<file path="config.mk">
export PLATFORM = sky130hd
export DESIGN_NAME = apb_master
export DESIGN_NICKNAME = d
export VERILOG_FILES = /design/src/rtl/apb_master.sv
export SDC_FILE = /design/constraint.sdc
export NUM_CORES = 1
export LEC_CHECK = 0
export CAP_MARGIN = 25
export CORE_UTILIZATION = 46
export CTS_BUF_LIST = sky130_fd_sc_hd__clkbuf_16
export DETAILED_ROUTE_END_ITERATION = 8
export PLACE_DENSITY = 0.78
export SLEW_MARGIN = 20
export SYNTH_ARGS = -nofsm -noshare
export SYNTH_HDL_FRONTEND = slang
export SYNTH_SLANG_ARGS = --single-unit
</file>
<file path="constraint.sdc">
create_clock -name pclk -period 3.19 [get_ports pclk]
set_input_delay 0.319 -clock pclk [delete_from_list [all_inputs] [get_ports pclk]]
set_output_delay 0.319 -clock pclk [all_outputs]
set_load 0.01 [all_outputs]
</file>
<file path="src/rtl/apb_master.sv">
// rtl/apb_master.sv - single-outstanding APB requester with wait-state timeout
module apb_master #(
    parameter int unsigned TIMEOUT = 16
) (
    input  logic        pclk,
    input  logic        presetn,
    input  logic        cmd_valid,
    output logic        cmd_ready,
    input  logic        cmd_write,
    input  logic [31:0] cmd_addr,
    input  logic [7:0]  cmd_wdata,
    output logic        rsp_valid,
    output logic [7:0]  rsp_rdata,
    output logic        rsp_err,
    output logic [31:0] paddr,
    output logic        psel,
    output logic        penable,
    output logic        pwrite,
    output logic [7:0]  pwdata,
    input  logic [7:0]  prdata,
    input  logic        pready
);

    typedef enum logic [1:0] {
        ST_IDLE,
        ST_SETUP,
        ST_ACCESS
    } state_t;

    localparam logic [15:0] TIMEOUT_CNT = 16'(TIMEOUT);

    state_t      state;
    state_t      state_next;
    logic        running;
    logic [15:0] wait_cnt;
    logic [15:0] wait_cnt_inc;
    logic        handshake;
    logic        done;
    logic        abort;

    assign wait_cnt_inc = wait_cnt + 16'd1;

    // Bus controls are pure state decodes so reset drops them immediately;
    // cmd_ready also waits for the first edge after reset release.
    assign cmd_ready = running && (state == ST_IDLE);
    assign psel      = (state != ST_IDLE);
    assign penable   = (state == ST_ACCESS);

    // State register
    always_ff @(posedge pclk or negedge presetn) begin
        if (!presetn) begin
            state <= ST_IDLE;
        end else begin
            state <= state_next;
        end
    end

    // Next-state decode; ready completion wins over a timeout on the same edge
    always_comb begin
        state_next = state;
        handshake  = 1'b0;
        done       = 1'b0;
        abort      = 1'b0;
        case (state)
            ST_IDLE: begin
                if (cmd_valid && running) begin
                    handshake  = 1'b1;
                    state_next = ST_SETUP;
                end
            end
            ST_SETUP: begin
                state_next = ST_ACCESS;
            end
            ST_ACCESS: begin
                if (pready) begin
                    done       = 1'b1;
                    state_next = ST_IDLE;
                end else if ((TIMEOUT_CNT != 16'd0) && (wait_cnt_inc == TIMEOUT_CNT)) begin
                    abort      = 1'b1;
                    state_next = ST_IDLE;
                end
            end
            default: begin
                state_next = ST_IDLE;
            end
        endcase
    end

    // Marks the controller live from the first edge after reset release
    always_ff @(posedge pclk or negedge presetn) begin
        if (!presetn) begin
            running <= 1'b0;
        end else begin
            running <= 1'b1;
        end
    end

    // Command latch and wait-state counter
    always_ff @(posedge pclk or negedge presetn) begin
        if (!presetn) begin
            paddr    <= 32'd0;
            pwrite   <= 1'b0;
            pwdata   <= 8'd0;
            wait_cnt <= 16'd0;
        end else if (handshake) begin
            paddr    <= cmd_addr;
            pwrite   <= cmd_write;
            pwdata   <= cmd_wdata;
            wait_cnt <= 16'd0;
        end else if ((state == ST_ACCESS) && !pready) begin
            wait_cnt <= wait_cnt_inc;
        end
    end

    // Response strobe plus held read data and error status
    always_ff @(posedge pclk or negedge presetn) begin
        if (!presetn) begin
            rsp_valid <= 1'b0;
            rsp_rdata <= 8'd0;
            rsp_err   <= 1'b0;
        end else begin
            rsp_valid <= done || abort;
            if (done) begin
                rsp_rdata <= pwrite ? 8'd0 : prdata;
                rsp_err   <= 1'b0;
            end else if (abort) begin
                rsp_rdata <= 8'd0;
                rsp_err   <= 1'b1;
            end
        end
    end

endmodule

</file>
* After elaboration in Yosys (flattened, before gate mapping) *
Index checks and enable logic that the tools add are counted.

storage, ports and cells
  output and inout port bits = 54
  input bits = 53
  logic and storage cells = 43
  register bits after elaboration = 70

operators by class
  $add $sub $neg = 1
  muxes and demuxes = 18
  reduce and logical (&&, ||, !) cells = 10
  equality and inequality tests = 5

operator list
  cell                     number
  $mux W16                 2
  $mux W8                  3
  $add A16 B1 Y16 const B  1
  $eq A16 B5 Y1 const B    1
  $mux W1                  9
  $mux W2                  3
  $pmux W2 S3              1
  $reduce_bool A2 Y1       3
  $logic_and A1 B1 Y1      3
  $ne A3 B1 Y1 const B     1
  $eq A2 B1 Y1 const B     1
  $eq A2 B2 Y1 const B     1
  $logic_not A2 Y1         1
  $ne A2 B1 Y1 const B     1
  $reduce_and A2 Y1        1
  $logic_not A1 Y1         1
  $logic_or A1 B1 Y1       1

* Depth between registers and ports, before layout *
Gate-level depths: netlist (run 1).

  word-level depth = 7
  depth in mapped cells = 8
  depth with buffers taken out = 7

* Worst setup path after synthesis (run 1) *
Ideal clock, no wire load.

  path type = reg-to-reg
  from = reg wait_cnt[1]
  to = reg state[1]
  data required time = 3.052 ns
  stages on the path, launching flop included = 9
  data arrival time = 2.438 ns
  clock period less this slack = 2.576 ns
  setup time = 0.138 ns
  path slack = 0.614 ns
  cell sequence = dfrtp_1 > ha_1 > nand3_1 > nor4_1 > xor2_1 > or4_1 > a211oi_2 > buf_4 > o22ai_1

between the ends
  cells in the longest elaborated chain, start to end = 4

ends and longest elaborated chain
  what                         RTL line  source
  start, declared              35        logic [15:0] wait_cnt;
  start signal, assigned       111       wait_cnt <= wait_cnt_inc;
  $add A16 B1 Y16              41        assign wait_cnt_inc = wait_cnt + 16'd1;
  $eq A16 B5 Y1                78        end else if ((TIMEOUT_CNT != 16'd0) && (wait_cnt_inc == TIMEOUT_CNT)) begin
  $ne A3 B1 Y1 (no line)       n/a
  $reduce_and A2 Y1 (no line)  n/a
  end signal, assigned         54        state <= state_next;
  end, declared                32        state_t state;

Every way passes these cells.
A chain may end at the register's enable or synchronous reset.

* Final worst setup path (run 1) *
  from = reg wait_cnt[0]
  to = reg state[1]

The elaborated chain is that of the path after synthesis.

==> reports/qor.json, run 1 <==
{
  "sta": {
    "final-setup-viol-count": 0,
    "finalCriticalPeriod_ns": 2.85,
    "timing_worst_slew_pin_value_ns": 0.905,
    "timing_max_transition_violations_final": 0,
    "unrepaired_setup_endpoints_after_global_routing": "false",
    "fin_tns_setup_ns": 0,
    "timing.max_slew.rel_slack": 0.394,
    "clock.fmax_ghz": 0.351,
    "final_hold_viol_count": 0,
    "fin_crit_sh": 0.894,
    "final_setup_skew_ns": 0.00459
  },
  "final_layout": {
    "nFillCells": 462,
    "antennaDiodeCount": 0,
    "post_route_utilization": 0.707,
    "drive_above_1_share": 0.176,
    "layout_commonest_cell": "sky130_fd_sc_hd__clkdlybuf4s50_1",
    "mostFrequentLayoutCells": "105 x sky130_fd_sc_hd__clkdlybuf4s50_1, 70 x sky130_fd_sc_hd__dfrtp_1, 42 x sky130_fd_sc_hd__mux2_2",
    "design.final.nets": 442,
    "area_delta_synth_final_pct": 44.6
  },
  "routing": {
    "wire_per_inst_um": 17.0,
    "first_pass_iters": 4,
    "post_drt_via_cell_ratio": 5.73,
    "drt-initial-drc-count": 141,
    "via_count": 2681,
    "final_antenna_net_count": 0,
    "drc_errors": 0,
    "finalWirelength_um": 7960
  },
  "floorplan": {
    "initial_core_util": 0.489,
    "io_pins": 107,
    "die_width_um": 85.1,
    "floorplan.die_area_mm2": 0.00724,
    "floorplan.core_area_mm2": 0.00649,
    "die-height_um": 85.1,
    "core.rowCount": 29
  },
  "power_and_ir_drop": {
    "power.share.clock": 0.323,
    "switching_power_mw": 0.811,
    "powerDensity_mw_per_mm2": 651,
    "pwr-share-comb": 0.277,
    "power_leakage_nw": 1.91,
    "p_int_mw": 2.18,
    "seq_power_share": 0.400,
    "peak_supply_drop_v": 0.000485,
    "power_switching_share": 0.271
  },
  "synth": {
    "synthDistinctLibCells": 44,
    "synthesis.area_per_instance_um2": 11.3,
    "ffs_latches_synth": 70,
    "syn_nets": 337,
    "seq_area_frac_synth": 0.552,
    "netlist_instances": 282,
    "synth.cell_area_mm2": 0.00317,
    "synth_warnings": 0
  },
  "worst_setup_path": {
    "critical_path.reg2reg.startpoint": "wait_cnt[0]$_DFFE_PN0P_",
    "endpoint_kind": "flop",
    "reg2reg_to": "state[1]$_DFFE_PN0P_",
    "cp_max_fo": 11,
    "r2r_cells": 8,
    "rrSetupSlack_ns": 0.34,
    "arrival_ns": 3.01,
    "timing.critical_path.from_type": "flop",
    "timing.critical_path.required_ns": 3.35,
    "crit_type": "reg2reg"
  },
  "place": {
    "detailedPlacementHpwl_um": 5530,
    "port_buffers": 106,
    "finalWeightedCongestion": 0.801
  },
  "global_route": {
    "first_pass_grt_wire_length_um": 13200,
    "antenna_found_initial": 0,
    "global_route.usage.met2": 0.391,
    "vias_in_the_first_global_route": 2705,
    "global_route.usage.met3": 0.0875,
    "globalRoute.busiestLayer": "met2",
    "grt_util_all_layers": 0.235,
    "pin_count_of_the_biggest_net_entering_global_routing": 52,
    "grt_overflow_total": 0,
    "grtUsageMet1": 0.282
  },
  "min_path": {
    "holdCritPathClass": "in2async"
  },
  "cts": {
    "cts_hold_buf": 0,
    "clock_sinks": 70,
    "clk_transition_reported_paths_ns": 0.06,
    "numCtsBuffers": 9,
    "worst_skew_pair.late_latency_ns": 0.32,
    "ctsRootBufferMaster": "sky130_fd_sc_hd__clkbuf_16",
    "cts_htree_levels": 3,
    "clock_tree_from_tritoncts": "done",
    "clockBufferDepth": 2
  },
  "flow_run": {
    "drv.max_cap_violation_count": 0
  },
  "status": {
    "status": "finished clean"
  }
}
## sequential cells by signal (all words and copies together), names as in the netlist
register,flops
rsp_valid,1
rsp_rdata,8
pwrite,1
wait_cnt,16
rsp_err,1
pwdata,8
state,2
running,1
paddr,32
## metrics by stage
| stage | total power [mW] | cells | cell area [um^2] | setup WS, ns | hold WS [ns] |
|---|---|---|---|---|---|
| after detailed placement | 2.04 | 453 | 4290 | 0.266 | 0.385 |
| after global routing | 3.13 | 468 | 4590 | 0.0897 | 0.0695 |
| final | 2.99 | 468 | 4590 | 0.339 | 0.0192 |
| after CTS | 3.02 | 468 | 4580 | 0.256 | 0.0412 |
| after global placement | 2.01 | 453 | 4290 | 0.400 | 0.484 |
| after floorplan | 1.52 | 282 | 3170 | 0.614 | 0.0234 |
## power by group through the flow
stage	Combinational, mW	Sequential (mW)	Clock [mW]
floorplan	0.258	1.27	0
global placement	0.816	1.20	0
detailed placement	0.829	1.21	0
CTS	0.840	1.20	0.985
global route	0.888	1.22	1.02
finish	0.828	1.20	0.965
## worst max-delay path by stage
stage / slack (ns) / start / end / cells after the start
after floorplan: 0.61 / wait_cnt[1]$_DFFE_PN0P_ / state[1]$_DFFE_PN0P_ / 8
after global placement: 0.40 / wait_cnt[0]$_DFFE_PN0P_ / state[1]$_DFFE_PN0P_ / 8
after detailed placement: 0.27 / wait_cnt[0]$_DFFE_PN0P_ / state[1]$_DFFE_PN0P_ / 8
after CTS: 0.26 / wait_cnt[0]$_DFFE_PN0P_ / state[1]$_DFFE_PN0P_ / 8
after global routing: 0.09 / wait_cnt[0]$_DFFE_PN0P_ / state[1]$_DFFE_PN0P_ / 8
final: 0.34 / wait_cnt[0]$_DFFE_PN0P_ / state[1]$_DFFE_PN0P_ / 8
## timing repair
action	CTS	global route
buffers inserted	0	0
resized for setup	0	1
setup endpoints to repair	0	4
## worst max-delay path: stages, from the launching register on
cell	delay (ns)
sky130_fd_sc_hd__dfrtp_1	0.51
sky130_fd_sc_hd__ha_1	0.34
sky130_fd_sc_hd__nand3_1	0.27
sky130_fd_sc_hd__nor4_2	0.45
sky130_fd_sc_hd__xor2_1	0.10
sky130_fd_sc_hd__or4_1	0.50
sky130_fd_sc_hd__a211oi_2	0.21
sky130_fd_sc_hd__buf_4	0.21
sky130_fd_sc_hd__o22ai_1	0.10
## cell families after synthesis
| group | synth area share |
|---|---|
| AO/OA/AOI/OAI | 0.129 |
| XOR/XNOR | 0.00552 |
| adder cells (fa/ha/maj) | 0.00788 |
| buffers and inverters | 0.0280 |
| flip-flops | 0.552 |
| multiplexers | 0.149 |
| other | 0.00118 |
| AND/OR/NAND/NOR | 0.128 |
## layout make-up
cell class              instances  area, um^2  area share
clock buffers                   9         225      0.0491
well taps                      77        96.3      0.0210
inverters                       4        15.0     0.00327
multi-input cells             191        1340       0.292
repair buffers                111        1100       0.239
flip-flops and latches         70        1750       0.382
clock inverters                 6        63.8      0.0139
## cell usage after synthesis (all sizes together)
master,n,area (um^2)
and4,1,8.76
o31ai,4,30.0
conb,1,3.75
nor4,4,25.0
o41ai,3,26.3
and2,1,6.26
buf,9,42.5
nand2,19,71.3
clkbuf,8,31.3
o21a,2,15.0
o22a,1,8.76
a21boi,1,7.51
nand3,7,35.0
or3,1,6.26
inv,4,15.0
dfrtp,70,1750
nor2,17,63.8
and3b,1,8.76
ha,2,25.0
a31oi,3,18.8
o21ba,1,10.0
nand2b,10,62.6
o21ai,32,160
a22o,1,8.76
a2111oi,1,8.76
a211oi,2,20.0
a21oi,4,20.0
o22ai,1,6.26
o311ai,1,8.76
or4,1,7.51
nor3,2,10.0
nand4,6,43.8
and3,6,37.5
or2,1,6.26
mux2,42,473
nor2b,2,12.5
a22oi,8,60.1
xor2,2,17.5
## routing by layer
layer  part of all wire  wire (um)
met1               0.40       3180
met2               0.50       4020
met3              0.087        694
met4             0.0085         68
met5                  0          0
Note: power is estimated with default switching activity, not from simulation.
==> run 2, diff against run 1 <==
- ABC_CLOCK_PERIOD_IN_PS: unset -> 3190
- CAP_MARGIN: 25 -> unset
- CTS_CLUSTER_SIZE: unset -> 25
==> results of run 2 <==
Final layout, timing and power as in run 1 (identical DEF).
==> run 3, diff against run 2 <==
- CAP_MARGIN: unset -> 30
==> results of run 3 <==
Final layout, timing and power as in run 1 (identical DEF).
